File: config.mk
export PLATFORM = sky130hd
export DESIGN_NAME = adder_error_monitor
export DESIGN_NICKNAME = d
export VERILOG_FILES = /design/src/rtl/adder_error_monitor.sv
export SDC_FILE = /design/constraint.sdc
export NUM_CORES = 1
export LEC_CHECK = 0
export ABC_AREA = 1
export BUFFER_PORTS_ARGS = -buffer_cell sky130_fd_sc_hd__buf_2
export CORE_MARGIN = 4
export CORE_UTILIZATION = 58
export DETAILED_ROUTE_END_ITERATION = 10
export GPL_TIMING_DRIVEN = 0
export PLACE_DENSITY = 0.81
export SYNTH_ARGS = -nofsm -noshare
export SYNTH_HDL_FRONTEND = slang
export SYNTH_SLANG_ARGS = --single-unit
File: constraint.sdc
create_clock -name clk -period 3.9 [get_ports clk]
set_input_delay 0.195 -clock clk [delete_from_list [all_inputs] [get_ports clk]]
set_output_delay 0.195 -clock clk [all_outputs]
set_load 0.03 [all_outputs]
File: src/rtl/adder_error_monitor.sv
`timescale 1ns/1ps
// adder_error_monitor
// -------------------
// Characterises an approximate N-bit adder. Every accepted sample supplies the
// operands (a, b) and the approximate sum. The exact sum is rebuilt here and
// compared with the approximate one. Over a window of 2^WIN_LOG2 accepted samples
// the block accumulates the error count, the error-distance sum and the maximum
// error distance. The window result, including the mean error distance, is then
// offered on a valid/ready handshake.
//
// Ports
//   clk, rst_n          clock; asynchronous active-low reset
//   start               begins a new window (only acted on in IDLE)
//   in_valid/in_ready   sample handshake (in_ready is high only in RUN)
//   a, b, approx_sum    operand pair and the approximate sum for that pair
//   res_valid/res_ready result handshake
//   err_count           samples with a nonzero error distance
//   ed_sum              sum of error distances
//   med                 ed_sum >> WIN_LOG2 (floor)
//   max_ed              largest error distance in the window
//   busy                high in any state other than IDLE
module adder_error_monitor #(
    parameter int N        = 8,
    parameter int WIN_LOG2 = 4
) (
    input  logic                  clk,
    input  logic                  rst_n,
    input  logic                  start,
    input  logic                  in_valid,
    output logic                  in_ready,
    input  logic [N-1:0]          a,
    input  logic [N-1:0]          b,
    input  logic [N-1:0]          approx_sum,
    output logic                  res_valid,
    input  logic                  res_ready,
    output logic [WIN_LOG2:0]     err_count,
    output logic [N+WIN_LOG2-1:0] ed_sum,
    output logic [N-1:0]          med,
    output logic [N-1:0]          max_ed,
    output logic                  busy
);

    typedef enum logic [1:0] {
        IDLE   = 2'd0,
        RUN    = 2'd1,
        DRAIN  = 2'd2,
        REPORT = 2'd3
    } state_t;

    localparam logic [WIN_LOG2-1:0] CNT_ONE = 1;

    state_t                  state_q, state_d;
    logic [WIN_LOG2-1:0]     cnt_q, cnt_d;

    // Stage 1: exact sum and approximate sum, registered on the accept edge
    logic                    s1_valid_q, s1_valid_d;
    logic [N-1:0]            s1_exact_q, s1_exact_d;
    logic [N-1:0]            s1_approx_q, s1_approx_d;

    // Stage 2: window accumulators
    logic [WIN_LOG2:0]       acc_err_q, acc_err_d;
    logic [N+WIN_LOG2-1:0]   acc_sum_q, acc_sum_d;
    logic [N-1:0]            acc_max_q, acc_max_d;

    // Result registers. They are loaded once on the way into REPORT and stay
    // frozen through the whole handshake and afterwards.
    logic [WIN_LOG2:0]       res_err_q, res_err_d;
    logic [N+WIN_LOG2-1:0]   res_sum_q, res_sum_d;
    logic [N-1:0]            res_max_q, res_max_d;
    logic                    res_valid_q, res_valid_d;

    logic                    accept;
    logic                    last_accept;
    logic [N-1:0]            ed;
    logic                    ed_nz;

    assign accept      = (state_q == RUN) && in_valid;
    assign last_accept = accept && (cnt_q == '1);

    // The error distance is a magnitude. The larger value minus the smaller
    // value never wraps.
    always_comb begin
        ed = '0;
        if (s1_exact_q >= s1_approx_q) begin
            ed = s1_exact_q - s1_approx_q;
        end else begin
            ed = s1_approx_q - s1_exact_q;
        end
    end
    assign ed_nz = (ed != '0);

    always_comb begin
        state_d     = state_q;
        cnt_d       = cnt_q;
        s1_valid_d  = 1'b0;
        s1_exact_d  = s1_exact_q;
        s1_approx_d = s1_approx_q;
        acc_err_d   = acc_err_q;
        acc_sum_d   = acc_sum_q;
        acc_max_d   = acc_max_q;
        res_err_d   = res_err_q;
        res_sum_d   = res_sum_q;
        res_max_d   = res_max_q;
        res_valid_d = 1'b0;

        // Stage 1. The carry-out of a+b is dropped on purpose. A wrapped
        // approximate sum that matches modulo 2^N counts as correct.
        if (accept) begin
            s1_valid_d  = 1'b1;
            s1_exact_d  = a + b;
            s1_approx_d = approx_sum;
        end

        // Stage 2
        if (s1_valid_q) begin
            acc_sum_d = acc_sum_q + {{WIN_LOG2{1'b0}}, ed};
            acc_err_d = acc_err_q + {{WIN_LOG2{1'b0}}, ed_nz};
            if (ed > acc_max_q) begin
                acc_max_d = ed;
            end
        end

        unique case (state_q)
            IDLE: begin
                if (start) begin
                    state_d   = RUN;
                    cnt_d     = '0;
                    acc_err_d = '0;
                    acc_sum_d = '0;
                    acc_max_d = '0;
                end
            end
            RUN: begin
                if (accept) begin
                    cnt_d = cnt_q + CNT_ONE;
                    if (last_accept) begin
                        state_d = DRAIN;
                    end
                end
            end
            DRAIN: begin
                // The last sample clears stage 2 on the cycle that drops
                // s1_valid. After that the accumulators are final.
                if (!s1_valid_q) begin
                    state_d   = REPORT;
                    res_err_d = acc_err_q;
                    res_sum_d = acc_sum_q;
                    res_max_d = acc_max_q;
                end
            end
            REPORT: begin
                if (res_valid_q && res_ready) begin
                    state_d = IDLE;
                end else begin
                    res_valid_d = 1'b1;
                end
            end
            default: state_d = IDLE;
        endcase
    end

    always_ff @(posedge clk or negedge rst_n) begin
        if (!rst_n) begin
            state_q     <= IDLE;
            cnt_q       <= '0;
            s1_valid_q  <= 1'b0;
            s1_exact_q  <= '0;
            s1_approx_q <= '0;
            acc_err_q   <= '0;
            acc_sum_q   <= '0;
            acc_max_q   <= '0;
            res_err_q   <= '0;
            res_sum_q   <= '0;
            res_max_q   <= '0;
            res_valid_q <= 1'b0;
        end else begin
            state_q     <= state_d;
            cnt_q       <= cnt_d;
            s1_valid_q  <= s1_valid_d;
            s1_exact_q  <= s1_exact_d;
            s1_approx_q <= s1_approx_d;
            acc_err_q   <= acc_err_d;
            acc_sum_q   <= acc_sum_d;
            acc_max_q   <= acc_max_d;
            res_err_q   <= res_err_d;
            res_sum_q   <= res_sum_d;
            res_max_q   <= res_max_d;
            res_valid_q <= res_valid_d;
        end
    end

    assign in_ready  = (state_q == RUN);
    assign busy      = (state_q != IDLE);
    assign res_valid = res_valid_q;
    assign err_count = res_err_q;
    assign ed_sum    = res_sum_q;
    assign med       = res_sum_q[N+WIN_LOG2-1:WIN_LOG2];
    assign max_ed    = res_max_q;

endmodule

# Word level (Yosys, flattened, before mapping)
# Cells that the tools add are included.
op_classes:
  n_addsub: 6
  n_lt_le_gt_ge: 2
  eq_ne: 9
  muxes: 23
  n_bitwise: 1
  n_reduce_logical: 10
ops:
  columns: ["operator", "n"]
  rows:
  - ["8-bit two-way mux", 5]
  - ["12-bit two-way mux", 3]
  - ["8-bit subtractor", 2]
  - ["5-bit two-way mux", 3]
  - ["12-bit by 8-bit adder with 12-bit output", 1]
  - ["2-bit two-way mux", 5]
  - ["8-bit adder", 1]
  - ["8-bit >= comparator", 1]
  - ["8-bit > comparator", 1]
  - ["4-bit two-way mux", 2]
  - ["2-bit one-hot mux with 4 select lines", 1]
  - ["4-bit one-hot mux with 2 select lines", 1]
  - ["8-bit nonzero test", 1]
  - ["2-bit inequality test (second input constant)", 3]
  - ["5-bit by 1-bit adder with 5-bit output", 1]
  - ["5-bit AND reduction", 1]
  - ["4-bit by 1-bit adder with 4-bit output (second input constant)", 1]
  - ["2-bit equality test (second input constant)", 2]
  - ["4-bit equality test (second input constant)", 1]
  - ["2-bit by 1-bit inequality test with 1-bit output (second input constant)", 2]
  - ["2-bit nonzero test", 2]
  - ["1-bit logical AND", 3]
  - ["1-bit two-way mux", 3]
  - ["3-bit AND reduction", 1]
  - ["4 further kinds", 4]
word_totals:
  regBits: 74
  in_bits: 29
  out_inout_bits: 36
  wordCells: 63

# Logic depth before layout (Yosys ltp)
# Gate-level depths: netlist of run 1.
logic_depth:
  ltp_word: 7
  depth_mapped: 22
  mapped_depth_nobuf: 22

# Worst setup path after synthesis of run 1
# OpenSTA, ideal clock, no wires.
synth_timing:
  path_type: "flip-flop to flip-flop"
  from: "register s1_exact_q[0]"
  to: "register acc_sum_q[8]"
  setup_ns: 0.119
  t_arrival_ns: 2.718
  required_ns: 3.781
  setup_slack_ns: 1.063
  path_stages_with_launch: 19
  n_path_buf: 0
  period_less_slack_ns: 2.837
  path_cell_list: "dfrtp_1 > inv_1 > ha_1 > inv_1 > fa_1 > nand3_1 > nand3_1 > nand2_1 > nand3_1 > and2_4 > fa_1 > inv_1 > nand3_1 > nand2_1 > a21oi_1 > o21ai_0 > nand3_1 > nand2_1 > nor2_1"
synth_via:
  elab_chain_cells: 6
  word_cells_on_any_way: 8
  classes_between: "add/sub (3); order compare (1); mux (4)"
synth_rtl:
  columns: ["element", "line", "source"]
  rows:
  - ["from (decl)", "57", "logic [N-1:0] s1_exact_q, s1_exact_d;"]
  - ["from (signal assigned)", "180", "s1_exact_q <= s1_exact_d;"]
  - ["8-bit subtractor (tied with other cells)", "87", "ed = s1_approx_q - s1_exact_q;"]
  - ["8-bit two-way mux *", "84", "if (s1_exact_q >= s1_approx_q) begin"]
  - ["12-bit by 8-bit adder with 12-bit output *", "116", "acc_sum_d = acc_sum_q + {{WIN_LOG2{1'b0}}, ed};"]
  - ["12-bit two-way mux *", "115", "if (s1_valid_q) begin"]
  - ["12-bit two-way mux", "125", "if (start) begin"]
  - ["12-bit two-way mux *", "123", "unique case (state_q)"]
  - ["via acc_sum_d[8]", "62", "logic [N+WIN_LOG2-1:0] acc_sum_q, acc_sum_d;"]
  - ["to (signal assigned)", "183", "acc_sum_q <= acc_sum_d;"]
  - ["to (decl)", "62", null]
# Mark *: on every way through the listed nets, which the timed path passes. The rest lies on a longest branch.
# A chain may end at the register's enable or synchronous reset.

# Final worst setup path of run 1
layout_timing:
  from: "register s1_exact_q[0]"
  to: "register acc_max_q[7]"
layout_via:
  elab_chain_cells: 7
  word_cells_on_any_way: 9
  classes_between: "add/sub (2); order compare (2); mux (5)"
layout_rtl:
  columns: ["element", "line", "source"]
  rows:
  - ["8-bit subtractor (tied with other cells)", "87", null]
  - ["8-bit two-way mux *", "84", null]
  - ["8-bit > comparator", "118", "if (ed > acc_max_q) begin"]
  - ["8-bit two-way mux *", "118", null]
  - ["8-bit two-way mux *", "115", null]
  - ["8-bit two-way mux", "125", null]
  - ["8-bit two-way mux *", "123", null]
  - ["via acc_max_d[7]", "63", "logic [N-1:0] acc_max_q, acc_max_d;"]
  - ["to (signal assigned)", "184", "acc_max_q <= acc_max_d;"]
  - ["to (decl)", "63", null]
# Marks and branches as above.

==> results of run 1 <==
## kinds of logic (layout without fill, tap and decap cells)
| family | count (synthesis) | after routing | share of synthesized area, % |
|---|---|---|---|
| fa+ha+maj | 51 | 51 | 13.8 |
| buf+inv | 129 | 207 | 11.0 |
| flops | 74 | 74 | 38.3 |
| mux | 5 | 5 | 1.16 |
| xor+xnor | 12 | 12 | 2.17 |
| compound gates | 109 | 109 | 12.3 |
| simple gates | 248 | 248 | 21.3 |
## cell type report
class,instances,area [um^2]
Tap cell,105,131
Fill cell,700,2700
Timing Repair Buffer,64,323
Buffer,21,126
Clock inverter,5,56.3
Inverter,108,405
Multi-Input combinational cell,425,2460
Sequential cell,74,1850
Clock buffer,9,124
## worst register-to-register path, stage by stage (launching register included)
cell and delay, ns:
dfrtp_1 0.39, inv_1 0.08, ha_1 0.14, inv_1 0.07
fa_1 0.43, nand3_1 0.12, nand3_1 0.12, nand2_1 0.11
nand3_2 0.15, nand2_1 0.12, and2_4 0.17, inv_1 0.07
ha_1 0.31, a21oi_1 0.08, o21ai_0 0.15, nand2_1 0.10
a21boi_2 0.35, o21ai_0 0.13, nor2_1 0.14
## cells in the final DEF (no fill, tap or decap), types with 2 or more instances in the layout
cell,instances
nand2_1,155
inv_1,104
dfrtp_1,74
buf_2,68
o21ai_0,55
ha_1,47
nand3_1,40
a21oi_1,39
nor2_1,35
buf_4,10
clkbuf_8,9
xor2_1,7
nand4_1,7
clkbuf_1,6
xnor2_1,5
mux2_2,5
inv_2,4
fa_1,4
nor2_2,3
nand2_2,2
nand3_2,2
nor3_1,2
a211oi_1,2
o31ai_1,2
o22ai_1,2
clkinv_2,2
## routing by layer
layer  up-vias  track usage (%)
met5         -                0
met1      1927             25.9
met3        27             2.59
met2       114             38.5
met4         0             10.5
li1       2136                -
## state kept, by name (all words and copies together), names as in the netlist
name,flops
s1_valid_q,1
acc_max_q,8
err_count,5
state_q,2
acc_err_q,5
acc_sum_q,12
cnt_q,4
ed_sum,12
max_ed,8
s1_approx_q,8
s1_exact_q,8
res_valid,1
## how the worst min path moves through the flow
stage / start / to
finish: rst_n / max_ed[2]$_DFFE_PN0P_
global route: rst_n / max_ed[6]$_DFFE_PN0P_
CTS: rst_n / max_ed[1]$_DFFE_PN0P_
detailed placement: rst_n / max_ed[1]$_DFFE_PN0P_
global placement: approx_sum[0] / s1_approx_q[0]$_DFFE_PN0P_
floorplan: rst_n / acc_err_q[0]$_DFF_PN0_
## through the flow
stage                     utilization (%)  cells  hold WS (ns)  area, um^2
after floorplan                         -    628        -0.101        4840
after global placement               64.7    797         0.407        5290
after detailed placement             64.8    797         0.392        5300
after CTS                            67.0    811        0.0139        5480
after global routing                 67.0    811        0.0469        5480
final                                67.0    811       -0.0368        5480
==> impl_metrics.py, run 1 <==
metrics = {
    "route": {
        "avgRoutedWirePerCell_um": 12.8,
        "ant_nets": 0,
        "drc_errors": 0,
        "wl_met1_um": 4450,
        "vias_per_cell": 5.18,
        "top_layer": "met4",
        "drt_iter0_drc": 183,
        "wl_met2_um": 5080,
        "vias": 4204,
        "wl_met3_um": 469,
        "first_pass_iters": 4,
        "finalWirelength_um": 10400,
    },
    "layout": {
        "fin_nets": 783,
        "drive_gt1_share_pct": 16.0,
        "diodes": 0,
        "area_growth_pct": 13.1,
    },
    "synth": {
        "yosysWarnings": 0,
        "seq_area_frac_synth_pct": 38.3,
        "ys_ff_latch": 74,
        "synthArstFlopShare_pct": 100,
        "ys_types": 36,
        "netlist.area_leader.share_pct": 38.3,
        "synth_common_cells": "155 x nand2_1, 104 x inv_1, 74 x dfrtp_1",
        "synth_edf_count": 0,
        "yosysMostFrequentCell": "nand2_1",
        "yosys.area.top_type": "dfrtp_1",
        "syn_inst": 628,
        "synth.cell_area_mm2": 0.00484,
        "synth.avg_cell_area_um2": 7.71,
        "synthFlopType": "dfrtp_1",
        "synthTopCellsByArea": "dfrtp_1 38%, ha_1 12%, nand2_1 12%",
        "syn-num-nets": 708,
    },
    "placed_design": {
        "place.port_buffers": 64,
        "place_hpwl_um": 8020,
        "place.gp.congestion": 0.900,
        "pre_cts_ws_ns": 0.648,
    },
    "timing": {
        "whs_ns": -0.0368,
        "max_slew.worst_pin.slew_ns": 0.907,
        "finalClockSkew_ns": 0.00956,
        "fin_crit_sh_pct": 85.0,
        "fin_crit_ns": 3.32,
        "setup_ws_ns": 0.584,
        "slew_headroom_pct": 39.5,
        "setup_viol": 0,
        "finalMaxSlewViolations": 0,
        "max_freq_ghz": 0.302,
        "rsz0062_at_grt": "no",
        "tns_ns": 0,
        "hold_viol_final": 60,
    },
    "cts": {
        "cts.sinks": 74,
        "root_buffer": "clkbuf_8",
        "cts_resized": 0,
        "cts_max_level": 3,
        "clk_pin_slew_ns": 0.08,
        "cts_tree": "built",
        "clk_path_buf_depth": 2,
        "numCtsBuffers": 9,
        "clk_latency_ns": 0.36,
        "holdBufCountCts": 0,
        "postCtsSetupRepairBufs": 0,
    },
    "critical_path": {
        "path_class": "flip-flop to flip-flop",
        "cp_slowest_cell": "fa_1",
        "crit_cells": 18,
        "slowest_delay_ns": 0.43,
        "critPathRequiredTime_ns": 4.19,
        "cp.arrival_ns": 3.60,
        "regToRegEndpoint": "acc_max_q[7]$_DFF_PN0_",
        "path_max_fanout": 8,
        "crit_buf_inv": 3,
        "end_kind": "flip-flop",
        "reg2reg_depth": 18,
        "crit_start": "s1_exact_q[0]$_DFFE_PN0P_",
        "start_kind": "flip-flop",
        "crit_chain": "inv_1 -> ha_1 -> inv_1 -> fa_1 -> nand3_1 -> nand3_1 -> nand2_1 -> nand3_2 -> nand2_1 -> and2_4 -> inv_1 -> ha_1 -> a21oi_1 -> o21ai_0 -> nand2_1 -> a21boi_2 -> o21ai_0 -> nor2_1",
        "rrSetupSlack_ns": 0.58,
        "crit_family": "simple AND/OR/NAND/NOR gates",
        "r2r-start": "s1_exact_q[0]$_DFFE_PN0P_",
        "critPathCapture": "acc_max_q[7]$_DFF_PN0_",
    },
    "die": {
        "start_util_pct": 59.2,
        "rows": 33,
        "fp.dieW_um": 99.4,
        "die_h_um": 99.4,
        "coreArea_mm2": 0.00818,
        "dieArea_mm2": 0.00987,
        "io_pins": 65,
    },
    "status": {
        "failed_checks": "negative hold slack",
        "outcome": "finished, violations left",
    },
    "min_path": {
        "hp-class": "primary input to async pin",
    },
    "global_routing": {
        "antenna_found_initial": 0,
        "first_global_vias": 4067,
        "grt_overflow": 0,
        "grt_use_total_pct": 21.6,
        "grt_max_degree": 75,
        "grt_pass1_wl_um": 17500,
    },
    "run": {
        "maxCapViolations": 0,
    },
}
Power of run 1 is left out: the tool's default activity adds up to more than one toggle a clock period on the data nets, which glitch-free logic cannot reach.
==> run 2, diff against run 1 <==
--- a/config.mk
+++ b/config.mk
@@ -10,6 +10,6 @@
 export CORE_MARGIN = 4
-export CORE_UTILIZATION = 58
+export CORE_UTILIZATION = 56
 export DETAILED_ROUTE_END_ITERATION = 10
 export GPL_TIMING_DRIVEN = 0
-export PLACE_DENSITY = 0.81
+export PLACE_DENSITY = 0.79
 export SYNTH_ARGS = -nofsm -noshare
--- a/constraint.sdc
+++ b/constraint.sdc
@@ -3,2 +3,2 @@
 set_output_delay 0.195 -clock clk [all_outputs]
-set_load 0.03 [all_outputs]
+set_load 0.01 [all_outputs]
==> impl_metrics.py, run 2 (synthesized netlist as in run 1, its figures left out) <==
metrics = {
    "route": {
        "finalWirelength_um": 10700,
        "vias_per_cell": 5.24,
        "ant_nets": 0,
        "drc_errors": 0,
        "drt_iter0_drc": 215,
        "first_pass_iters": 5,
        "vias": 4273,
        "avgRoutedWirePerCell_um": 13.1,
    },
    "critical_path": {
        "critPathRequiredTime_ns": 4.14,
        "path_max_fanout": 4,
        "cp.arrival_ns": 3.63,
        "start_kind": "flip-flop",
        "end_kind": "flip-flop",
        "path_class": "flip-flop to flip-flop",
    },
    "die": {
        "fp.dieW_um": 101,
        "rows": 33,
        "die_h_um": 101,
        "dieArea_mm2": 0.0102,
        "io_pins": 65,
        "coreArea_mm2": 0.00830,
        "start_util_pct": 58.3,
    },
    "layout": {
        "layout_commonest_cell": "nand2_1",
        "fillers": 708,
        "drive_gt1_share_pct": 16.2,
        "fin_util_pct": 67.4,
        "area_growth_pct": 15.6,
        "fin_nets": 785,
        "diodes": 0,
        "layout_common_cells": "155 x nand2_1, 104 x inv_1, 74 x dfrtp_1",
        "layout.cells.non_filler": 815,
    },
    "timing": {
        "setup_viol": 0,
        "tns_ns": 0,
        "finalMaxSlewViolations": 0,
        "whs_ns": 0.0458,
        "max_slew.worst_pin.slew_ns": 0.523,
        "fin_crit_ns": 3.39,
        "fin_crit_sh_pct": 86.9,
        "max_freq_ghz": 0.295,
        "slew_headroom_pct": 65.1,
        "hold_viol_final": 0,
        "finalClockSkew_ns": 0.00926,
        "rsz0062_at_grt": "no",
    },
    "cts": {
        "cts.sinks": 74,
        "postCtsSetupRepairBufs": 0,
        "cts_tree": "built",
        "cts_resized": 0,
        "clk_pin_slew_ns": 0.08,
        "holdBufCountCts": 1,
        "numCtsBuffers": 9,
        "cts_max_level": 3,
        "clk_latency_ns": 0.36,
        "clk_path_buf_depth": 2,
        "root_buffer": "clkbuf_8",
    },
    "global_routing": {
        "grt_use_total_pct": 21.9,
        "antenna_found_initial": 0,
        "grt_pass1_wl_um": 18100,
        "first_global_vias": 4141,
        "grt_max_degree": 75,
        "grt_overflow": 0,
    },
    "run": {
        "maxCapViolations": 0,
    },
    "min_path": {
        "hp-class": "primary input to flip-flop",
    },
    "status": {
        "outcome": "finished clean",
    },
    "placed_design": {
        "place_hpwl_um": 8090,
        "place.gp.congestion": 0.922,
        "place.port_buffers": 64,
        "dp_cells": 798,
    },
}
==> run 2: changes by cell type in the layout (fill, tap and decap cells not counted) <==
| cell | delta |
|---|---|
| clkinv_2 | -2 |
| bufinv_16 | +3 |
| clkbuf_1 | +1 |
| buf_16 | +1 |
| dlygate4sd3_1 | +1 |
==> run 2: worst max-delay path: stages (launching register included) <==
cell and delay (ns):
dfrtp_1 0.38, inv_1 0.09, ha_1 0.14, inv_1 0.07, fa_1 0.45, nand3_1 0.12, nand3_1 0.13, nand2_1 0.12
nand2_1 0.07, nor2_2 0.16, nand2_1 0.07, nand2_1 0.13, inv_1 0.09, ha_1 0.37, nand2_1 0.07, inv_1 0.06
a21oi_1 0.11, o21ai_0 0.40, nand3_1 0.13, nand2_1 0.08, nor2_1 0.05
==> run 2: area by class of cell <==
type | instances | area [um^2] | share of cell area [%]
Inverter | 108 | 405 | 7.24
Tap cell | 105 | 131 | 2.35
Timing Repair Buffer | 66 | 360 | 6.44
Sequential cell | 74 | 1850 | 33.1
Clock inverter | 6 | 136 | 2.44
Multi-Input combinational cell | 425 | 2460 | 43.9
Clock buffer | 10 | 128 | 2.28
Buffer | 21 | 126 | 2.26
==> run 2: worst paths after layout <==
path	to	startpoint	slack, ns	cells past startpoint
max	acc_sum_q[8]$_DFF_PN0_	s1_exact_q[0]$_DFFE_PN0P_	0.51	20
min	s1_approx_q[7]$_DFFE_PN0P_	approx_sum[7]	0.05	3
max reg2reg	acc_sum_q[8]$_DFF_PN0_	s1_exact_q[0]$_DFFE_PN0P_	0.51	20
min reg2reg	acc_err_q[4]$_DFF_PN0_	acc_err_q[4]$_DFF_PN0_	0.48	1
max in group asynchronous	s1_exact_q[3]$_DFFE_PN0P_	rst_n	3.21	3
min in group asynchronous	acc_max_q[2]$_DFF_PN0_	rst_n	0.39	3
==> run 2: layer usage <==
layer | wire length (um) | GRT usage (%) | vias to the layer above
met5 | 0 | 0 | -
met4 | 308 | 8.38 | 0
met3 | 627 | 4.08 | 33
met2 | 5270 | 38.8 | 148
met1 | 4460 | 26.3 | 1948
li1 | - | - | 2144
==> run 2: metrics by stage <==
stage                     worst slack (ns)  cell area [um^2]
after global placement               0.703              5290
after CTS                            0.582              5600
after detailed placement             0.628              5320
after floorplan                       1.06              4840
final                                0.511              5600
after global routing                 0.191              5600
Power of run 2 is left out for the same reason.
